===== config.mk =====
export PLATFORM = sky130hd
export DESIGN_NAME = inv_bist_sequencer
export DESIGN_NICKNAME = d
export VERILOG_FILES = /design/src/rtl/inv_bist_pkg.sv /design/src/rtl/inv_bist_sequencer_lfsr8.sv /design/src/rtl/inv_bist_sequencer.sv
export SDC_FILE = /design/constraint.sdc
export NUM_CORES = 1
export LEC_CHECK = 0
export ABC_CLOCK_PERIOD_IN_PS = 2000
export CAP_MARGIN = 20
export CORE_MARGIN = 10
export CORE_UTILIZATION = 37
export DETAILED_ROUTE_END_ITERATION = 10
export HOLD_SLACK_MARGIN = 0.06
export PLACE_DENSITY = 0.56
export SLEW_MARGIN = 20
export SYNTH_ARGS = -nofsm -noshare
export SYNTH_HDL_FRONTEND = slang
export SYNTH_SLANG_ARGS = --single-unit

===== constraint.sdc =====
create_clock -name clk -period 2 [get_ports clk]
set_clock_uncertainty 0.05 [all_clocks]
set_input_delay 0.4 -clock clk [delete_from_list [all_inputs] [get_ports clk]]
set_output_delay 0.4 -clock clk [all_outputs]
set_load 0.05 [all_outputs]

===== src/rtl/inv_bist_pkg.sv =====
// Shared types and constants for the inverting-datapath BIST sequencer.
package inv_bist_pkg;

    typedef enum logic [1:0] {
        ST_IDLE,
        ST_APPLY,
        ST_CHECK,
        ST_DONE
    } state_e;

    localparam logic [7:0] LFSR_SEED = 8'h01;
    localparam logic [7:0] LFSR_TAPS = 8'hB8;

    localparam logic MODE_COUNT = 1'b0;
    localparam logic MODE_LFSR  = 1'b1;

    function automatic logic [7:0] lfsr_next(input logic [7:0] cur);
        return {cur[6:0], ^(cur & LFSR_TAPS)};
    endfunction

endpackage


===== src/rtl/inv_bist_sequencer_lfsr8.sv =====
// 8-bit Fibonacci LFSR stimulus source; holds the vector one step ahead of dp_stim.
module lfsr8
    import inv_bist_pkg::*;
(
    input  logic       clk,
    input  logic       rst,
    input  logic       load,
    input  logic       advance,
    output logic [7:0] value
);

    logic [7:0] value_q;
    logic [7:0] value_d;

    // Load primes with the seed's successor, since the seed itself goes straight to dp_stim.
    always_comb begin
        value_d = value_q;
        if (load) begin
            value_d = lfsr_next(LFSR_SEED);
        end else if (advance) begin
            value_d = lfsr_next(value_q);
        end
    end

    always_ff @(posedge clk or posedge rst) begin
        if (rst) begin
            value_q <= LFSR_SEED;
        end else begin
            value_q <= value_d;
        end
    end

    assign value = value_q;

endmodule


===== src/rtl/inv_bist_sequencer.sv =====
// BIST sequencer: drives counting/LFSR vectors into an inverting datapath and checks responses.
module inv_bist_sequencer
    import inv_bist_pkg::*;
#(
    parameter int unsigned NUM_VECTORS = 256,
    parameter int unsigned LATENCY     = 1,
    parameter int unsigned ERR_W       = 8
) (
    input  logic             clk,
    input  logic             rst,
    input  logic             start,
    input  logic             abort,
    input  logic             mode,
    output logic [7:0]       dp_stim,
    input  logic [7:0]       dp_resp,
    output logic             busy,
    output logic             done,
    output logic             pass,
    output logic [ERR_W-1:0] err_count,
    output logic             fail_valid,
    output logic [7:0]       fail_vec
);

    localparam int unsigned WAIT_W    = 3;
    localparam logic [7:0]  LAST_IDX  = 8'(NUM_VECTORS - 1);
    localparam logic [WAIT_W-1:0] WAIT_LAST = WAIT_W'((LATENCY == 0) ? 0 : LATENCY - 1);
    localparam logic [ERR_W-1:0]  ERR_MAX   = {ERR_W{1'b1}};
    localparam state_e VEC_ST = (LATENCY == 0) ? ST_CHECK : ST_APPLY;

    state_e            state_q, state_d;
    logic [7:0]        idx_q, idx_d;
    logic [WAIT_W-1:0] wait_q, wait_d;
    logic              mode_q, mode_d;
    logic [7:0]        dp_stim_q, dp_stim_d;
    logic              busy_q, busy_d;
    logic              done_q, done_d;
    logic              pass_q, pass_d;
    logic [ERR_W-1:0]  err_q, err_d;
    logic              fail_valid_q, fail_valid_d;
    logic [7:0]        fail_vec_q, fail_vec_d;

    logic              lfsr_load;
    logic              lfsr_adv;
    logic [7:0]        lfsr_value;

    lfsr8 u_lfsr (
        .clk     (clk),
        .rst     (rst),
        .load    (lfsr_load),
        .advance (lfsr_adv),
        .value   (lfsr_value)
    );

    always_comb begin
        state_d      = state_q;
        idx_d        = idx_q;
        wait_d       = wait_q;
        mode_d       = mode_q;
        dp_stim_d    = dp_stim_q;
        busy_d       = busy_q;
        done_d       = done_q;
        pass_d       = pass_q;
        err_d        = err_q;
        fail_valid_d = fail_valid_q;
        fail_vec_d   = fail_vec_q;
        lfsr_load    = 1'b0;
        lfsr_adv     = 1'b0;

        unique case (state_q)
            ST_IDLE, ST_DONE: begin
                if (start) begin
                    state_d      = VEC_ST;
                    idx_d        = 8'd0;
                    wait_d       = '0;
                    mode_d       = mode;
                    dp_stim_d    = (mode == MODE_LFSR) ? LFSR_SEED : 8'h00;
                    lfsr_load    = 1'b1;
                    busy_d       = 1'b1;
                    done_d       = 1'b0;
                    pass_d       = 1'b0;
                    err_d        = '0;
                    fail_valid_d = 1'b0;
                    fail_vec_d   = 8'h00;
                end
            end

            ST_APPLY: begin
                if (abort) begin
                    state_d = ST_IDLE;
                    busy_d  = 1'b0;
                end else if (wait_q == WAIT_LAST) begin
                    state_d = ST_CHECK;
                end else begin
                    wait_d = wait_q + WAIT_W'(1);
                end
            end

            ST_CHECK: begin
                if (abort) begin
                    state_d = ST_IDLE;
                    busy_d  = 1'b0;
                end else begin
                    if (dp_resp != ~dp_stim_q) begin
                        if (err_q != ERR_MAX) begin
                            err_d = err_q + ERR_W'(1);
                        end
                        if (!fail_valid_q) begin
                            fail_valid_d = 1'b1;
                            fail_vec_d   = dp_stim_q;
                        end
                    end
                    if (idx_q == LAST_IDX) begin
                        state_d = ST_DONE;
                        busy_d  = 1'b0;
                        done_d  = 1'b1;
                        pass_d  = (err_d == '0);
                    end else begin
                        state_d   = VEC_ST;
                        idx_d     = idx_q + 8'd1;
                        wait_d    = '0;
                        lfsr_adv  = 1'b1;
                        dp_stim_d = (mode_q == MODE_LFSR) ? lfsr_value : idx_q + 8'd1;
                    end
                end
            end

            default: begin
                state_d = ST_IDLE;
                busy_d  = 1'b0;
            end
        endcase
    end

    always_ff @(posedge clk or posedge rst) begin
        if (rst) begin
            state_q      <= ST_IDLE;
            idx_q        <= 8'd0;
            wait_q       <= '0;
            mode_q       <= MODE_COUNT;
            dp_stim_q    <= 8'h00;
            busy_q       <= 1'b0;
            done_q       <= 1'b0;
            pass_q       <= 1'b0;
            err_q        <= '0;
            fail_valid_q <= 1'b0;
            fail_vec_q   <= 8'h00;
        end else begin
            state_q      <= state_d;
            idx_q        <= idx_d;
            wait_q       <= wait_d;
            mode_q       <= mode_d;
            dp_stim_q    <= dp_stim_d;
            busy_q       <= busy_d;
            done_q       <= done_d;
            pass_q       <= pass_d;
            err_q        <= err_d;
            fail_valid_q <= fail_valid_d;
            fail_vec_q   <= fail_vec_d;
        end
    end

    assign dp_stim    = dp_stim_q;
    assign busy       = busy_q;
    assign done       = done_q;
    assign pass       = pass_q;
    assign err_count  = err_q;
    assign fail_valid = fail_valid_q;
    assign fail_vec   = fail_vec_q;

endmodule


==> results.rst <==
.. list-table::
   :header-rows: 1

   * - Metric
     - Value
   * - Clock period minus worst slack
     - 1.95 ns
   * - Post-DP Area
     - 3470 µm²
   * - Antenna cells
     - 0
   * - Worst Max-Slew Pin Slew
     - 0.522 ns
   * - Setup violators final
     - 0
   * - Outcome
     - finished clean
   * - Setup_tns
     - 0 ns
   * - CTS Buf Count
     - 5
   * - Layout filler cell count
     - ~720
   * - TritonCTS clock tree
     - done
   * - First-pass DRT Iterations
     - 4
   * - Detailed placer's ending HPWL
     - 5.25 mm
   * - Iteration-0 DRC Markers
     - 78
   * - Die Y-Extent
     - 106 µm
   * - Power density normalized to cell area
     - 1050 nW/µm²
   * - Total clock sinks
     - 50
   * - Initial core utilization
     - 0.379
   * - Cell leakage power
     - 1.61 nW
   * - Number of unique standard cell types used by synthesis
     - 48
   * - Setup Crit Path Kind
     - reg2out
   * - Number of pins with negative max-slew slack in the final report
     - 0
   * - Post-Synthesis Cells
     - 294
   * - Async S/R FF share, synth
     - 1.00
   * - CP max stage delay
     - about 0.8 ns
   * - Via density
     - 5.06
   * - Highest attainable clock frequency
     - ~510 MHz
   * - Width of the die
     - 106 µm
   * - H-tree depth
     - 2
   * - Maximum number of buffers from clock root to sink
     - 2
   * - Proportion of layout cells with a drive suffix above 1
     - 0.241
   * - Number of antenna violations at the first check in global routing
     - 0
   * - Total congestion overflow
     - 0
   * - Worst slew margin relative to its limit
     - 0.652
   * - Ordered list of cells on the worst path
     - clkdlybuf4s50_1
   * - Sort of element at the start of the critical path
     - register
   * - Routed wl met2
     - 3.08 mm
   * - Post-layout nets
     - 387
   * - Number of top-level design ports
     - 41
   * - Layout Cell Area excl Fill
     - 3620 µm²
   * - Type of the worst min-delay path
     - in2async
   * - Number of placed instances, taps included
     - between 400 and 500
   * - Area fraction of the dominant cell type after synthesis
     - 0.446
   * - Hold slack
     - 0.304 ns
   * - Synthesis-to-finish area growth
     - 31.9%
   * - Unrepaired setup endpoints after global routing
     - no
   * - All-layer global routing usage
     - 0.124
   * - DR vias
     - around 2400
   * - Post-Synthesis Cell Area
     - 2750 µm²
   * - IO buf count
     - 40
   * - Final core occ
     - 0.500
   * - Metal1 wirelength
     - roughly 3.3 mm
   * - Insertion delay of the later-clocked pin in the worst-skew pair
     - 0.32 ns
   * - Clock Pin Slew Worst Setup and Hold Paths
     - about 0.10 ns
   * - Total number of yosys warnings
     - 0
   * - Number of hold violations in the final report
     - 0
   * - Number of synthesized flops with an enable pin
     - 0
   * - Largest delay contributor family on the critical path
     - buffers and inverters
   * - DRC violations left
     - 0
   * - Maximum VDD drop
     - 649 µV
   * - Critical path endpoint category
     - output port
   * - Per-cell routed wire length
     - 14.4 µm
   * - Global-route wire length before repair
     - roughly 12 mm
   * - Slowest-stage cell, CP
     - clkdlybuf4s50_1
   * - Arrival time worst endpoint
     - 1.50 ns
   * - Root buf cell
     - clkbuf_8
   * - Maximum fanout along the worst path
     - 2
   * - Floorplan die area
     - roughly 11000 µm²
   * - Post-Syn Area per Cell
     - 9.35 µm²
   * - Number of global-route vias before repair
     - 2372
   * - Met3 wire length
     - about 300 µm
   * - Wire length after detailed routing
     - 6.75 mm
   * - Remaining antenna violation count
     - 0
   * - Number of register bits inferred by synthesis
     - 50
   * - DR top layer
     - met4
   * - Total buffers and inverters traversed by the critical path
     - 1
   * - Fin cells
     - 468
   * - Reported max-cap violation count
     - 0
   * - Final worst-path cycle share
     - 0.973
   * - Pin count of the biggest net entering global routing
     - 22
   * - Synth Flop Type
     - dfrtp_1
   * - Most area-consuming cells after synthesis
     - dfrtp_1, nand2_1, xnor2_1, nor2_1, mux2i_1
   * - Routability congestion estimate from global placement
     - 0.791
   * - Core region area
     - 7250 µm²
   * - Biggest area consumer among synthesized cells
     - dfrtp_1
   * - Sequential-to-total area share from yosys stat
     - 0.456
   * - Worst path required time
     - 1.55 ns
   * - FP Rows
     - 31
   * - Post-synth net total
     - around 310
==> layout by cell type (no fill, tap or decap), types with 4 or more instances in the layout <==
cell type,count
nor2b_1,4
ha_1,5
nand3_1,9
nand2_1,40
xnor2_1,13
a22o_1,12
dfrtp_2,6
a21oi_1,13
buf_4,55
nor3_1,4
clkbuf_8,6
o21ai_0,12
nor2_1,29
dfrtp_1,43
o21ai_1,22
clkdlybuf4s50_1,16
inv_1,9
mux2i_1,11
==> worst paths after layout <==
kind                                           from                       end  slack [ns]  cells past startpoint
setup reg to reg           err_count[1]$_DFFE_PP0P_          pass$_DFFE_PP0P_        0.14                      7
setup / recovery            fail_vec[0]$_DFFE_PP0P_               fail_vec[0]        0.05                      1
hold / removal                                  rst  err_count[5]$_DFFE_PP0P_        0.30                      2
hold reg to reg                    done$_DFFE_PP0P_          done$_DFFE_PP0P_        0.45                      2
max in group asynchronous                       rst  err_count[0]$_DFFE_PP0P_        1.05                      3
min in group clk                   done$_DFFE_PP0P_          done$_DFFE_PP0P_        0.45                      2
==> timing repair <==
item | 4_1_cts | 5_1_grt
setup buffers | 0 | 1
hold buffers | 0 | 0
cloned | 0 | 0
setup endpoints to repair | 10 | 14
pin swaps | 1 | 8
hold endpoints to repair | 0 | 0
resized for setup | 2 | 10
==> registers in the layout (all words and copies together), names as in the netlist <==
register	count
fail_vec	8
idx_q	8
err_count	8
u_lfsr.value	8
dp_stim	8
mode_q	1
wait_q	3
busy	1
fail_valid	1
state_q	2
done	1
pass	1
==> report_power, final <==
part	total [mW]	internal, mW	leakage [nW]	switching [mW]
logic	1.86	0.800	0.893	1.06
registers	1.30	1.14	0.669	0.157
clock network	0.653	0.286	0.0478	0.367
total	3.81	2.23	1.61	1.58
==> cell usage after synthesis (all sizes together) (4+ instances only) <==
cell	instances
inv	11
clkbuf	5
ha	6
a22o	12
nor3	4
buf	4
xnor2	15
a21oi	14
o21ai	34
dfrtp	49
nor2	30
nand3	9
mux2i	11
nor2b	6
nand2	41
==> kinds of logic (layout without fill, tap and decap cells) <==
family / after synthesis / count (layout) / synth area share
XOR/XNOR: 17 / 17 / 0.0542
multiplexers: 14 / 14 / 0.0524
buffers and inverters: 20 / 95 / 0.0314
adder cells (fa/ha/maj): 6 / 6 / 0.0273
AND/OR/NAND/NOR: 107 / 107 / 0.187
AO/OA/AOI/OAI: 80 / 80 / 0.192
flip-flops: 50 / 50 / 0.456
==> area by class of cell <==
cell class              count  area, µm²  share of cell area
multi-input cells         224       1450               0.400
flip-flops and latches     50       1260               0.348
repair buffers             76        651               0.179
well taps                  99        124              0.0342
clock buffers               6       82.6              0.0228
inverters                  11       41.3              0.0114
clock inverters             2       16.3             0.00449
==> routing by layer <==
metal,up-vias,global-route usage
li1,1186,-
met1,1125,0.166
met2,51,0.190
met3,7,0.0290
met4,0,0.0416
met5,-,0
==> through the flow <==
step                total power, mW  setup slack, ns
floorplan                      2.37         -0.00997
global placement               3.11           -0.291
detailed placement             3.13           -0.320
CTS                            3.79           0.0245
global route                   4.08         0.000545
finish                         3.81           0.0538
No activity file was read; power rests on OpenSTA's default activity.
